==> src/rtl/mem_access_if.sv <==
// CPU-side request/response signals plus the single-port RAM bus of the memory access unit.
// The unit takes the slave view; the control unit and RAM together take the master view.
interface mem_access_if;
  logic        req_read;
  logic        req_write;
  logic [31:0] addr;
  logic [31:0] wdata;
  logic [1:0]  size;
  logic        sign_ext;
  logic [31:0] rdata;
  logic        ready;
  logic        busy;
  logic        err;
  logic [31:0] ram_addr;
  logic [31:0] ram_wdata;
  logic        ram_we;
  logic [31:0] ram_rdata;

  modport slave (
    input  req_read, req_write, addr, wdata, size, sign_ext, ram_rdata,
    output rdata, ready, busy, err, ram_addr, ram_wdata, ram_we
  );

  modport master (
    output req_read, req_write, addr, wdata, size, sign_ext, ram_rdata,
    input  rdata, ready, busy, err, ram_addr, ram_wdata, ram_we
  );
endinterface

==> src/rtl/mem_access_unit.sv <==
// Load/store unit in front of a word-wide RAM with fixed read latency: aligned word stores,
// read-modify-write for half/byte stores, little-endian lane extraction for loads.
module mem_access_unit #(
  parameter int unsigned READ_LAT = 1
) (
  input  logic        clk,
  input  logic        reset,
  mem_access_if.slave bus
);

  localparam logic [2:0] IDLE     = 3'd0;
  localparam logic [2:0] RD_WAIT  = 3'd1;
  localparam logic [2:0] RMW_WAIT = 3'd2;
  localparam logic [2:0] WRITE    = 3'd3;
  localparam logic [2:0] DONE     = 3'd4;

  localparam logic [1:0] SZ_WORD = 2'b00;
  localparam logic [1:0] SZ_HALF = 2'b01;
  localparam logic [1:0] SZ_BYTE = 2'b10;

  logic [2:0]  state_q, state_d;
  logic [1:0]  cnt_q, cnt_d;
  logic [1:0]  size_q, size_d;
  logic [1:0]  lane_q, lane_d;
  logic        sign_q, sign_d;
  logic [31:0] rdata_q, rdata_d;
  logic [31:0] ram_addr_q, ram_addr_d;
  logic [31:0] ram_wdata_q, ram_wdata_d;
  logic        ram_we_q, ram_we_d;
  logic        ready_q, ready_d;
  logic        err_q, err_d;
  logic        busy_q, busy_d;

  logic        misaligned;
  logic [7:0]  byte_sel;
  logic [15:0] half_sel;
  logic [31:0] load_val;
  logic [31:0] merged;

  always_comb begin
    case (bus.size)
      SZ_WORD: misaligned = (bus.addr[1:0] != 2'b00);
      SZ_HALF: misaligned = bus.addr[0];
      SZ_BYTE: misaligned = 1'b0;
      default: misaligned = 1'b1;
    endcase
  end

  // During RMW_WAIT ram_wdata_q still holds the raw store data; it is merged into the read word.
  always_comb begin
    byte_sel = bus.ram_rdata[8*lane_q +: 8];
    half_sel = lane_q[1] ? bus.ram_rdata[31:16] : bus.ram_rdata[15:0];
    case (size_q)
      SZ_HALF: load_val = {{16{sign_q & half_sel[15]}}, half_sel};
      SZ_BYTE: load_val = {{24{sign_q & byte_sel[7]}}, byte_sel};
      default: load_val = bus.ram_rdata;
    endcase
    merged = bus.ram_rdata;
    if (size_q == SZ_HALF) merged[16*lane_q[1] +: 16] = ram_wdata_q[15:0];
    else                   merged[8*lane_q +: 8]      = ram_wdata_q[7:0];
  end

  always_comb begin
    // NOTE: every *_d gets a default before the case so no path leaves it unassigned (no latches).
    state_d     = state_q;
    cnt_d       = cnt_q;
    size_d      = size_q;
    lane_d      = lane_q;
    sign_d      = sign_q;
    rdata_d     = rdata_q;
    ram_addr_d  = ram_addr_q;
    ram_wdata_d = ram_wdata_q;
    ram_we_d    = 1'b0;
    ready_d     = 1'b0;
    err_d       = 1'b0;

    case (state_q)
      IDLE: begin
        if (bus.req_write || bus.req_read) begin
          size_d = bus.size;
          lane_d = bus.addr[1:0];
          sign_d = bus.sign_ext;
          if (misaligned) begin
            state_d = DONE;
            ready_d = 1'b1;
            err_d   = 1'b1;
          end else begin
            ram_addr_d = {bus.addr[31:2], 2'b00};
            // A write wins over a simultaneous read; the read is simply dropped.
            if (bus.req_write) begin
              ram_wdata_d = bus.wdata;
              if (bus.size == SZ_WORD) begin
                ram_we_d = 1'b1;
                ready_d  = 1'b1;
                state_d  = DONE;
              end else begin
                cnt_d   = 2'(READ_LAT);
                state_d = RMW_WAIT;
              end
            end else begin
              cnt_d   = 2'(READ_LAT);
              state_d = RD_WAIT;
            end
          end
        end
      end
      RD_WAIT: begin
        if (cnt_q == 2'd0) begin
          rdata_d = load_val;
          ready_d = 1'b1;
          state_d = DONE;
        end else begin
          cnt_d = cnt_q - 2'd1;
        end
      end
      RMW_WAIT: begin
        if (cnt_q == 2'd0) begin
          ram_wdata_d = merged;
          state_d     = WRITE;
        end else begin
          cnt_d = cnt_q - 2'd1;
        end
      end
      WRITE: begin
        ram_we_d = 1'b1;
        ready_d  = 1'b1;
        state_d  = DONE;
      end
      DONE:    state_d = IDLE;
      default: state_d = IDLE;
    endcase

    busy_d = (state_d != IDLE);
  end

  // NOTE: state is updated with non-blocking assignments; reset is synchronous and wins over all.
  always_ff @(posedge clk) begin
    if (reset) begin
      state_q     <= IDLE;
      cnt_q       <= 2'd0;
      size_q      <= SZ_WORD;
      lane_q      <= 2'd0;
      sign_q      <= 1'b0;
      rdata_q     <= 32'd0;
      ram_addr_q  <= 32'd0;
      ram_wdata_q <= 32'd0;
      ram_we_q    <= 1'b0;
      ready_q     <= 1'b0;
      err_q       <= 1'b0;
      busy_q      <= 1'b0;
    end else begin
      state_q     <= state_d;
      cnt_q       <= cnt_d;
      size_q      <= size_d;
      lane_q      <= lane_d;
      sign_q      <= sign_d;
      rdata_q     <= rdata_d;
      ram_addr_q  <= ram_addr_d;
      ram_wdata_q <= ram_wdata_d;
      ram_we_q    <= ram_we_d;
      ready_q     <= ready_d;
      err_q       <= err_d;
      busy_q      <= busy_d;
    end
  end

  assign bus.rdata     = rdata_q;
  assign bus.ready     = ready_q;
  assign bus.busy      = busy_q;
  assign bus.err       = err_q;
  assign bus.ram_addr  = ram_addr_q;
  assign bus.ram_wdata = ram_wdata_q;
  assign bus.ram_we    = ram_we_q;

endmodule

==> src/flat_wrapper.sv <==
// flat-port wrapper written by rule: the top's interface ports become plain ports
module mem_access_unit_flat 
#(
  parameter int unsigned READ_LAT = 1
)
  (clk, reset, bus_req_read, bus_req_write, bus_addr, bus_wdata, bus_size, bus_sign_ext, bus_ram_rdata, bus_rdata, bus_ready, bus_busy, bus_err, bus_ram_addr, bus_ram_wdata, bus_ram_we);
  mem_access_if bus_i ();
  input  logic clk;
  input  logic reset;
  input wire logic [$bits(bus_i.req_read)-1:0] bus_req_read;
  input wire logic [$bits(bus_i.req_write)-1:0] bus_req_write;
  input wire logic [$bits(bus_i.addr)-1:0] bus_addr;
  input wire logic [$bits(bus_i.wdata)-1:0] bus_wdata;
  input wire logic [$bits(bus_i.size)-1:0] bus_size;
  input wire logic [$bits(bus_i.sign_ext)-1:0] bus_sign_ext;
  input wire logic [$bits(bus_i.ram_rdata)-1:0] bus_ram_rdata;
  output wire logic [$bits(bus_i.rdata)-1:0] bus_rdata;
  output wire logic [$bits(bus_i.ready)-1:0] bus_ready;
  output wire logic [$bits(bus_i.busy)-1:0] bus_busy;
  output wire logic [$bits(bus_i.err)-1:0] bus_err;
  output wire logic [$bits(bus_i.ram_addr)-1:0] bus_ram_addr;
  output wire logic [$bits(bus_i.ram_wdata)-1:0] bus_ram_wdata;
  output wire logic [$bits(bus_i.ram_we)-1:0] bus_ram_we;
  assign bus_i.req_read = bus_req_read;
  assign bus_i.req_write = bus_req_write;
  assign bus_i.addr = bus_addr;
  assign bus_i.wdata = bus_wdata;
  assign bus_i.size = bus_size;
  assign bus_i.sign_ext = bus_sign_ext;
  assign bus_i.ram_rdata = bus_ram_rdata;
  assign bus_rdata = bus_i.rdata;
  assign bus_ready = bus_i.ready;
  assign bus_busy = bus_i.busy;
  assign bus_err = bus_i.err;
  assign bus_ram_addr = bus_i.ram_addr;
  assign bus_ram_wdata = bus_i.ram_wdata;
  assign bus_ram_we = bus_i.ram_we;
  mem_access_unit #(.READ_LAT(READ_LAT)) u_core (.clk(clk), .reset(reset), .bus(bus_i));
endmodule
==> config.mk <==
export PLATFORM = sky130hd
export DESIGN_NAME = mem_access_unit_flat
export DESIGN_NICKNAME = d
export VERILOG_FILES = /design/src/rtl/mem_access_if.sv /design/src/rtl/mem_access_unit.sv /design/src/flat_wrapper.sv
export SDC_FILE = /design/constraint.sdc
export NUM_CORES = 1
export LEC_CHECK = 0
export CORE_MARGIN = 2
export CORE_UTILIZATION = 40
export DETAILED_ROUTE_END_ITERATION = 7
export MAX_ROUTING_LAYER = met4
export PLACE_DENSITY = 0.78
export SYNTH_ARGS = -nofsm -noshare
export SYNTH_HDL_FRONTEND = slang
export SYNTH_SLANG_ARGS = --single-unit
==> constraint.sdc <==
create_clock -name clk -period 2.9 [get_ports clk]
set_input_delay 0.725 -clock clk [delete_from_list [all_inputs] [get_ports clk]]
set_output_delay 0.725 -clock clk [all_outputs]
set_load 0.03 [all_outputs]
==> flow_summary.toml, run 1 <==
[outcome]
outcome = "complete, no violations"

[detailed_routing]
drc = 0
drt_iter0_drc = 628
firstDrtPassIters = 5
postRouteAntennaNets = 0
wl_met3_um = 1418
wl_per_cell_um = 18.74
wl_met2_um = 9265
vias = 6111
top_layer = "met4"
wl_met1_um = 8798
avgViaCountPerCell = 5.749
routed_wl_um = 19920

[setup_path]
end_kind = "flop"
worst_path_largest_cell_delay_ns = 0.58
critical_path.max_fanout = 12
worstReg2RegEnd = "u_core.bus.ram_wdata[21]"
cp_slowest_cell = "dfxtp_1"
crit_end = "u_core.bus.ram_wdata[21]"
required_ns = 3.14
worst_ep_arrival_time_ns = 2.62
path_depth = 6
start_kind = "flop"
cp_num_buf_inv = 1
r2r-start = "u_core.lane_q[0]"
crit_start = "u_core.lane_q[0]"
path_class = "flop to flop"
r2r_slack_ns = 0.52
crit_chain = "inv_1 -> ha_1 -> and4bb_1 -> mux2_2 -> a221oi_1 -> o31ai_1"
reg2regPathDepth = 6
crit_family = "flip-flops"

[flow_run]
maxCapViolCount = 0

[synthesis]
postSynthAreaPerCell_um2 = 8.069
synth_edf_count = 0
yosys_warnings = 0
netlist_instances = 717
ys_seq_area_share_pct = 37.37
synthFlopType = "dfxtp_1"
synth_cell_types = 53
async_reset_ff_share_pct = 0
ys_ff_latch = 108
synth_area_mm2 = 0.005786

[die]
core_area_mm2 = 0.01399
io_pins = 203
die_y_um = 124.3
core.rowCount = 43
start_util_pct = 41.36
die_area_mm2 = 0.01544
die_width_um = 124.3

[place]
hpwl_um = 14260
placed_area_mm2 = 0.007888
numPortBuffers = 200
place_congestion = 0.8759

[global_routing]
gr-total-overflow = 0
grt_usage_pct = 25.14
antenna_found_initial = 0
grt_pass1_wl_um = 30700
grt_pass1_vias = 5691
grt_start_max_net_pins = 57

[timing]
rsz0062_at_grt = "no"
setup_violations = 0
tightest_slew_ns = 0.7225
fin_worst_skew_ns = 0.008301
period_share_pct = 82.18
slew_viol_final = 0
period_needed_ns = 2.383
tns_ns = 0
slew_headroom_pct = 51.84
fmax_mhz = 419.6
hold_violations = 0

[clock_network]
cts_hold_buf = 0
post_cts_buffers = 0
cts_resized = 0
cts.htree.levels = 3
cts_made_buffers = 9
clkLatencyLatePin_ns = 0.36
clockBufferDepth = 2
cts_root_buffer = "clkbuf_16"
clk_pin_slew_ns = 0.08
cts_tree = "built"
cts_num_sinks = 108

[cells_and_area]
drive_above_1_share_pct = 7.135
synthToLayoutAreaGrowth_pct = 42.02
fin_area_mm2 = 0.008217
nets = 989
diodes = 0

[power]
p_leak_nw = 3.029
clkPwrFrac_pct = 29.6
comb_power_share_pct = 33.1
power_density_mw_per_mm2 = 566.8
internal_power_w = 0.003037
vdd_drop_max_mv = 0.2837
net-switching-power_w = 0.001621
p_sw_share_pct = 34.80
seqPwrFrac_pct = 37.3

[worst_hold_path]
hold_path_class = "flop to flop"
==> worst min-delay path by stage <==
stage,endpoint,from,slack (ns),cells past startpoint
detailed placement,u_core.bus.rdata[7],u_core.bus.rdata[7],0.45,2
CTS,u_core.bus.rdata[7],u_core.bus.rdata[7],0.47,2
global route,u_core.bus.rdata[7],u_core.bus.rdata[7],0.49,2
finish,u_core.bus.rdata[7],u_core.bus.rdata[7],0.46,2
floorplan,u_core.size_q[1],u_core.size_q[1],0.45,2
global placement,u_core.bus.rdata[7],u_core.bus.rdata[7],0.44,2
==> layout by cell type, fill, tap and decap left out, drive strengths merged, types with 7 or more instances in the layout <==
cell type / count
nor2: 7
and2: 19
o211ai: 9
o31ai: 24
mux2i: 34
a21oi: 84
nor4: 24
nand2: 63
nor3: 7
nand3: 36
mux2: 8
a221o: 13
a31oi: 9
a22oi: 13
clkbuf: 9
ha: 8
a21o: 8
dfxtp: 108
buf: 24
clkdlybuf4s50: 199
nor2b: 8
inv: 40
o21ai: 82
==> state kept, by name, summed over array words and instances, names as in the netlist <==
| signal | count |
|---|---|
| u_core.bus.err | 1 |
| u_core.bus.busy | 1 |
| u_core.bus.ready | 1 |
| u_core.sign_q | 1 |
| u_core.state_q | 3 |
| u_core.bus.ram_wdata | 32 |
| u_core.bus.ram_we | 1 |
| u_core.bus.ram_addr | 30 |
| u_core.bus.rdata | 32 |
| u_core.cnt_q | 2 |
| u_core.size_q | 2 |
| u_core.lane_q | 2 |
==> power groups by stage <==
stage	Sequential, W	Combinational [W]	Clock [W]
after floorplan	0.00199	0.000693	0
after global placement	0.00177	0.00151	0
after detailed placement	0.00177	0.00152	0
after CTS	0.00174	0.00153	0.00140
after global routing	0.00176	0.00165	0.00145
final	0.00174	0.00154	0.00138
==> through the flow <==
stage	util (%)	worst slack [ns]	total power (W)	hold WS, ns	cells
5_1_grt	58.74	0.3945	0.004854	0.4886	1063
3_5_place_dp	56.39	0.2349	0.003289	0.4517	1047
3_3_place_gp	56.39	0.2942	0.003273	0.4448	1047
2_1_floorplan	-	0.4048	0.002682	0.4530	718
6_report	58.74	0.5168	0.004657	0.4617	1063
4_1_cts	58.74	0.5675	0.004661	0.4654	1063
==> layer usage <==
layer | GRT usage [%] | vias up
met4 | 9.121 | 0
met1 | 34.08 | 2870
met3 | 3.823 | 36
li1 | - | 2924
met5 | - | -
met2 | 38.12 | 281
==> cell usage after synthesis, drive strengths merged (9+ instances only) <==
| library cell | n | share of area, % |
|---|---|---|
| nand3 | 36 | 3.1 |
| a21oi | 84 | 7.3 |
| mux2i | 34 | 5.9 |
| buf | 25 | 2.3 |
| nor4 | 24 | 2.6 |
| a221o | 13 | 2.2 |
| inv | 37 | 2.4 |
| a31oi | 9 | 0.97 |
| dfxtp | 108 | 37 |
| a22oi | 13 | 1.7 |
| o21ai | 82 | 7.5 |
| o31ai | 24 | 3.1 |
| nand2 | 63 | 4.1 |
| clkbuf | 49 | 3.2 |
| o211ai | 9 | 1.2 |
| and2 | 19 | 2.1 |
==> worst min-delay path, stage by stage (launching register included) <==
cell and delay (ns):
dfxtp_1 0.32, nand2_1 0.05, a21oi_1 0.05
==> cells by family after synthesis <==
kind of cell    after synthesis  share of synthesized area (%)
compound gates              261                          28.18
fa+ha+maj                     8                          1.730
buf+inv                     112                          7.958
flops                       108                          37.37
mux                          43                          7.829
other cells                   1                        0.06482
simple gates                184                          16.87
==> final cells by class <==
type	count	area, um2
repair buffers	223	2170
inverters	38	142.6
fillers	1302	5772
flip-flops and latches	108	2162
clock inverters	7	103.9
clock buffers	9	225.2
well taps	180	225.2
multi-input cells	498	3188
(Power assumes the default switching activity.)
==> run 2, diff against run 1 <==
==> constraint.sdc (replaced) <==
create_clock -name clk -period 2.3 [get_ports clk]
set_input_delay 0.575 -clock clk [delete_from_list [all_inputs] [get_ports clk]]
set_output_delay 0.575 -clock clk [all_outputs]
set_load 0.03 [all_outputs]
==> run 2 against run 1 <==
- worst setup slack got worse by 0.38 ns
- global-route usage grew 0.15 points
- count of clock-buffer cells in the layout is the same
- critical path type is now flop to output port
- highest routed layer unchanged
- via count grew 1.2%
- clock skew is 0.00080 ns higher
- sequential power rose by 25%
- largest power group unchanged
- non-clock buffer count up 20
==> flow_summary.toml, run 2 (synthesized netlist as in run 1, its figures left out) <==
[clock_network]
post_cts_buffers = 0
clk_pin_slew_ns = 0.07
cts_made_buffers = 9
cts_num_sinks = 108
cts_root_buffer = "clkbuf_16"
cts_hold_buf = 0
cts_tree = "built"
clkLatencyLatePin_ns = 0.36
cts.htree.levels = 3
cts_resized = 0
clockBufferDepth = 2

[detailed_routing]
routed_wl_um = 19790
drc = 0
postRouteAntennaNets = 0
wl_per_cell_um = 18.28
drt_iter0_drc = 588
firstDrtPassIters = 5
avgViaCountPerCell = 5.709
vias = 6183

[timing]
fmax_mhz = 463.2
slew_viol_final = 0
setup_violations = 0
period_share_pct = 93.87
slew_headroom_pct = 48.11
fin_worst_skew_ns = 0.009106
period_needed_ns = 2.159
tns_ns = 0
tightest_slew_ns = 0.7783
hold_violations = 0
rsz0062_at_grt = "no"

[setup_path]
crit_chain = "clkdlybuf4s50_1"
path_class = "flop to output port"
cp_slowest_cell = "clkdlybuf4s50_1"
path_depth = 1
worst_ep_arrival_time_ns = 1.58
crit_family = "buffers and inverters"
r2r_slack_ns = 0.26
required_ns = 1.73
start_kind = "flop"
reg2regPathDepth = 6
critical_path.max_fanout = 6
worstReg2RegEnd = "u_core.bus.ram_wdata[16]"
worst_path_largest_cell_delay_ns = 0.74
crit_start = "u_core.bus.ram_wdata[1]"
r2r-start = "u_core.lane_q[1]"
crit_end = "bus_ram_wdata[1]"
end_kind = "output port"
cp_num_buf_inv = 1

[global_routing]
grt_usage_pct = 25.28
gr-total-overflow = 0
grt_start_max_net_pins = 48
grt_pass1_vias = 5708
grt_pass1_wl_um = 30730
antenna_found_initial = 0

[power]
vdd_drop_max_mv = 0.3779
comb_power_share_pct = 35.8
internal_power_w = 0.003683
seqPwrFrac_pct = 37.9
clkPwrFrac_pct = 26.4
p_leak_nw = 3.119
net-switching-power_w = 0.002053
power_density_mw_per_mm2 = 683.0
p_sw_share_pct = 35.79

[place]
place_congestion = 0.9310
placed_area_mm2 = 0.008113
numPortBuffers = 200
hpwl_um = 14480

[cells_and_area]
synthToLayoutAreaGrowth_pct = 45.13
fillCellCount = 1276
drive_above_1_share_pct = 9.192
fin_area_mm2 = 0.008397
final_cell_mix = "clkdlybuf4s50_1, dfxtp_1, a21oi_1"
nets = 1009
final_util_pct = 60.03
diodes = 0
multi_input_area_mm2 = 0.003188
seqCellArea_mm2 = 0.002162
mostFrequentLayoutCell = "clkdlybuf4s50_1"

[flow_run]
maxCapViolCount = 0

[die]
die_y_um = 124.3
die_area_mm2 = 0.01544
core_area_mm2 = 0.01399
core.rowCount = 43
die_width_um = 124.3
io_pins = 203
start_util_pct = 41.36

[worst_hold_path]
hold_path_class = "flop to flop"

[outcome]
outcome = "complete, no violations"
## run 2: cell count changes in the layout (fill, tap and decap cells not counted), sizes merged
| cell | previous run | this run |
|---|---|---|
| clkinv | 3 | 2 |
| bufinv | 2 | 0 |
| inv | 40 | 39 |
| clkinvlp | 0 | 4 |
| buf | 24 | 44 |
## run 2: how the worst min path moves through the flow
stage	slack, ns	from	to	cells past startpoint
CTS	0.47	u_core.bus.rdata[7]	u_core.bus.rdata[7]	2
global placement	0.44	u_core.bus.rdata[7]	u_core.bus.rdata[7]	2
detailed placement	0.45	u_core.bus.rdata[7]	u_core.bus.rdata[7]	2
finish	0.46	u_core.bus.rdata[7]	u_core.bus.rdata[7]	2
global route	0.50	u_core.bus.rdata[7]	u_core.bus.rdata[7]	2
floorplan	0.45	u_core.size_q[1]	u_core.size_q[1]	2
## run 2: area by class of cell
cell class / count / area share (%)
clock buffer: 9 / 2.682
clock inverter: 7 / 0.7003
inverter: 38 / 1.699
multi-input combinational: 498 / 37.97
sequential: 108 / 25.75
tap: 180 / 2.682
timing repair buffer: 243 / 28.52
## run 2: through the flow
stage                     hold WS (ns)  instances  total power [W]  setup WS [ns]
after global routing            0.5032       1083         0.005983         0.1076
after global placement          0.4449       1067         0.004220       -0.07515
after floorplan                 0.4530        718         0.003385        0.02601
after detailed placement        0.4543       1067         0.004240       -0.09654
final                           0.4646       1083         0.005735         0.1411
after CTS                       0.4682       1083         0.005744         0.1518
## run 2: power by group through the flow
stage / logic (W) / registers, W / clock network, W
2_1_floorplan: 0.000877 / 0.00251 / 0
3_3_place_gp: 0.00201 / 0.00221 / 0
3_5_place_dp: 0.00203 / 0.00221 / 0
4_1_cts: 0.00204 / 0.00217 / 0.00153
5_1_grt: 0.00219 / 0.00220 / 0.00160
6_report: 0.00205 / 0.00217 / 0.00151
## run 2: layer usage
layer | global-route usage (%) | up-vias | part of all wire, %
met3 | 3.780 | 46 | 7.4
met5 | - | - | 0
met2 | 38.54 | 302 | 46
met4 | 10.51 | 0 | 3.1
li1 | - | 2969 | -
met1 | 33.63 | 2866 | 44
==> run 3, diff against run 2 <==
--- a/config.mk
+++ b/config.mk
@@ -5,6 +5,7 @@
 export SDC_FILE = /design/constraint.sdc
 export NUM_CORES = 1
 export LEC_CHECK = 0
+export CORE_ASPECT_RATIO = 0.75
 export CORE_MARGIN = 2
 export CORE_UTILIZATION = 40
 export DETAILED_ROUTE_END_ITERATION = 7
==> run 3 against run 2 <==
- sequential share of layout area decreased by 0.084 points
- core utilization shrank 1.2 points
- die area about the same
- design area rose by 0.33%
- clock power about the same
==> flow_summary.toml, run 3 (synthesized netlist as in run 1, its figures left out) <==
[clock_network]
cts_root_buffer = "clkbuf_16"
clk_pin_slew_ns = 0.08
cts_hold_buf = 0
cts_resized = 0
cts.htree.levels = 3
cts_tree = "built"
clkLatencyLatePin_ns = 0.35
cts_made_buffers = 9
clockBufferDepth = 2
post_cts_buffers = 0
cts_num_sinks = 108

[die]
die_width_um = 142.9
start_util_pct = 40.43
core_area_mm2 = 0.01431
core.rowCount = 38
die_y_um = 108.2
die_area_mm2 = 0.01545
io_pins = 203

[detailed_routing]
firstDrtPassIters = 5
postRouteAntennaNets = 0
drc = 0
vias = 6136
wl_per_cell_um = 17.94
routed_wl_um = 19770
avgViaCountPerCell = 5.568
drt_iter0_drc = 668

[place]
hpwl_um = 14500
numPortBuffers = 200
placed_area_mm2 = 0.008123
post-place-ws_ns = -0.05944
place_congestion = 0.8977

[timing]
fin_worst_skew_ns = 0.01150
rsz0062_at_grt = "no"
hold_violations = 0
period_share_pct = 97.89
slew_viol_final = 0
tightest_slew_ns = 0.8149
setup_violations = 0
fmax_mhz = 444.2
period_needed_ns = 2.251
setup_slack_ns = 0.04857
slew_headroom_pct = 45.67

[cells_and_area]
drive_above_1_share_pct = 9.101
final_cell_mix = "clkdlybuf4s50_1, dfxtp_1, a21oi_1"
nets = 1007
fin_area_mm2 = 0.008424
synthToLayoutAreaGrowth_pct = 45.61
mostFrequentLayoutCell = "clkdlybuf4s50_1"

[global_routing]
antenna_found_initial = 0
grt_usage_pct = 26.12
grt_start_max_net_pins = 53
grt_use_met2_pct = 35.78
gr-total-overflow = 0
globalRoute.busiestLayer = "met1"
grt_use_met1_pct = 37.77
grt_pass1_vias = 5472
grt_pass1_wl_um = 30750
grtUsageMet3_pct = 6.997

[setup_path]
critical_path.max_fanout = 6
r2r_slack_ns = 0.12
path_class = "flop to output port"
crit_chain = "clkdlybuf4s50_1"
end_kind = "output port"
cp_num_buf_inv = 1
worst_ep_arrival_time_ns = 1.68
cp_slowest_cell = "clkdlybuf4s50_1"
worst_path_largest_cell_delay_ns = 0.76
start_kind = "flop"
crit_family = "buffers and inverters"
required_ns = 1.73

[power]
vdd_drop_max_mv = 0.4101
p_leak_nw = 3.135
power_density_mw_per_mm2 = 686.3

[flow_run]
maxCapViolCount = 0

[outcome]
outcome = "complete, no violations"

[worst_hold_path]
hold_path_class = "flop to flop"
-- run 3: per-layer routing --
layer  vias up  wire (um)
met5         -          0
met2       290       8232
met4         0        382
met1      2855       9299
li1       2960          -
met3        31       1858
-- run 3: cell type report --
| class | count | area [um2] |
|---|---|---|
| Antenna cell | 1 | 2.502 |
| Clock buffer | 10 | 239.0 |
| Inverter | 38 | 142.6 |
| Fill cell | 1284 | 5887 |
| Clock inverter | 6 | 53.80 |
| Tap cell | 200 | 250.2 |
| Multi-Input combinational cell | 498 | 3194 |
| Sequential cell | 108 | 2162 |
| Timing Repair Buffer | 241 | 2380 |
-- run 3: report_power, final --
group / switching, W / leakage [nW] / internal [W]
Combinational: 0.00118 / 2.11 / 0.000883
Clock: 0.000752 / 0.147 / 0.000787
Sequential: 0.000133 / 0.882 / 0.00205
-- run 3: metrics by stage --
step                cells  util (%)  hold WS (ns)  TNS (ns)  total power [W]
finish               1102     58.87        0.4711         0         0.005782
global route         1101     58.85        0.4874         0         0.006057
CTS                  1101     58.80        0.4722         0         0.005797
detailed placement   1085     56.76        0.4572   -0.6266         0.004255
global placement     1085     56.76        0.4471   -0.3402         0.004236
floorplan             718         -        0.4530         0         0.003385
-- run 3: worst min-delay path, cell delays in order, from the launching register on --
cell and delay (ns):
dfxtp_1 0.32, nand2_1 0.05, a21oi_1 0.05
-- run 3: path summary, 6_finish.rpt --
check                                              from                       end  depth (start not counted)
worst min register to register      u_core.bus.rdata[7]       u_core.bus.rdata[7]                          2
worst min-delay path                u_core.bus.rdata[7]       u_core.bus.rdata[7]                          2
worst max-delay path            u_core.bus.ram_wdata[2]          bus_ram_wdata[2]                          1
worst max register to register         u_core.lane_q[1]  u_core.bus.ram_wdata[22]                          6
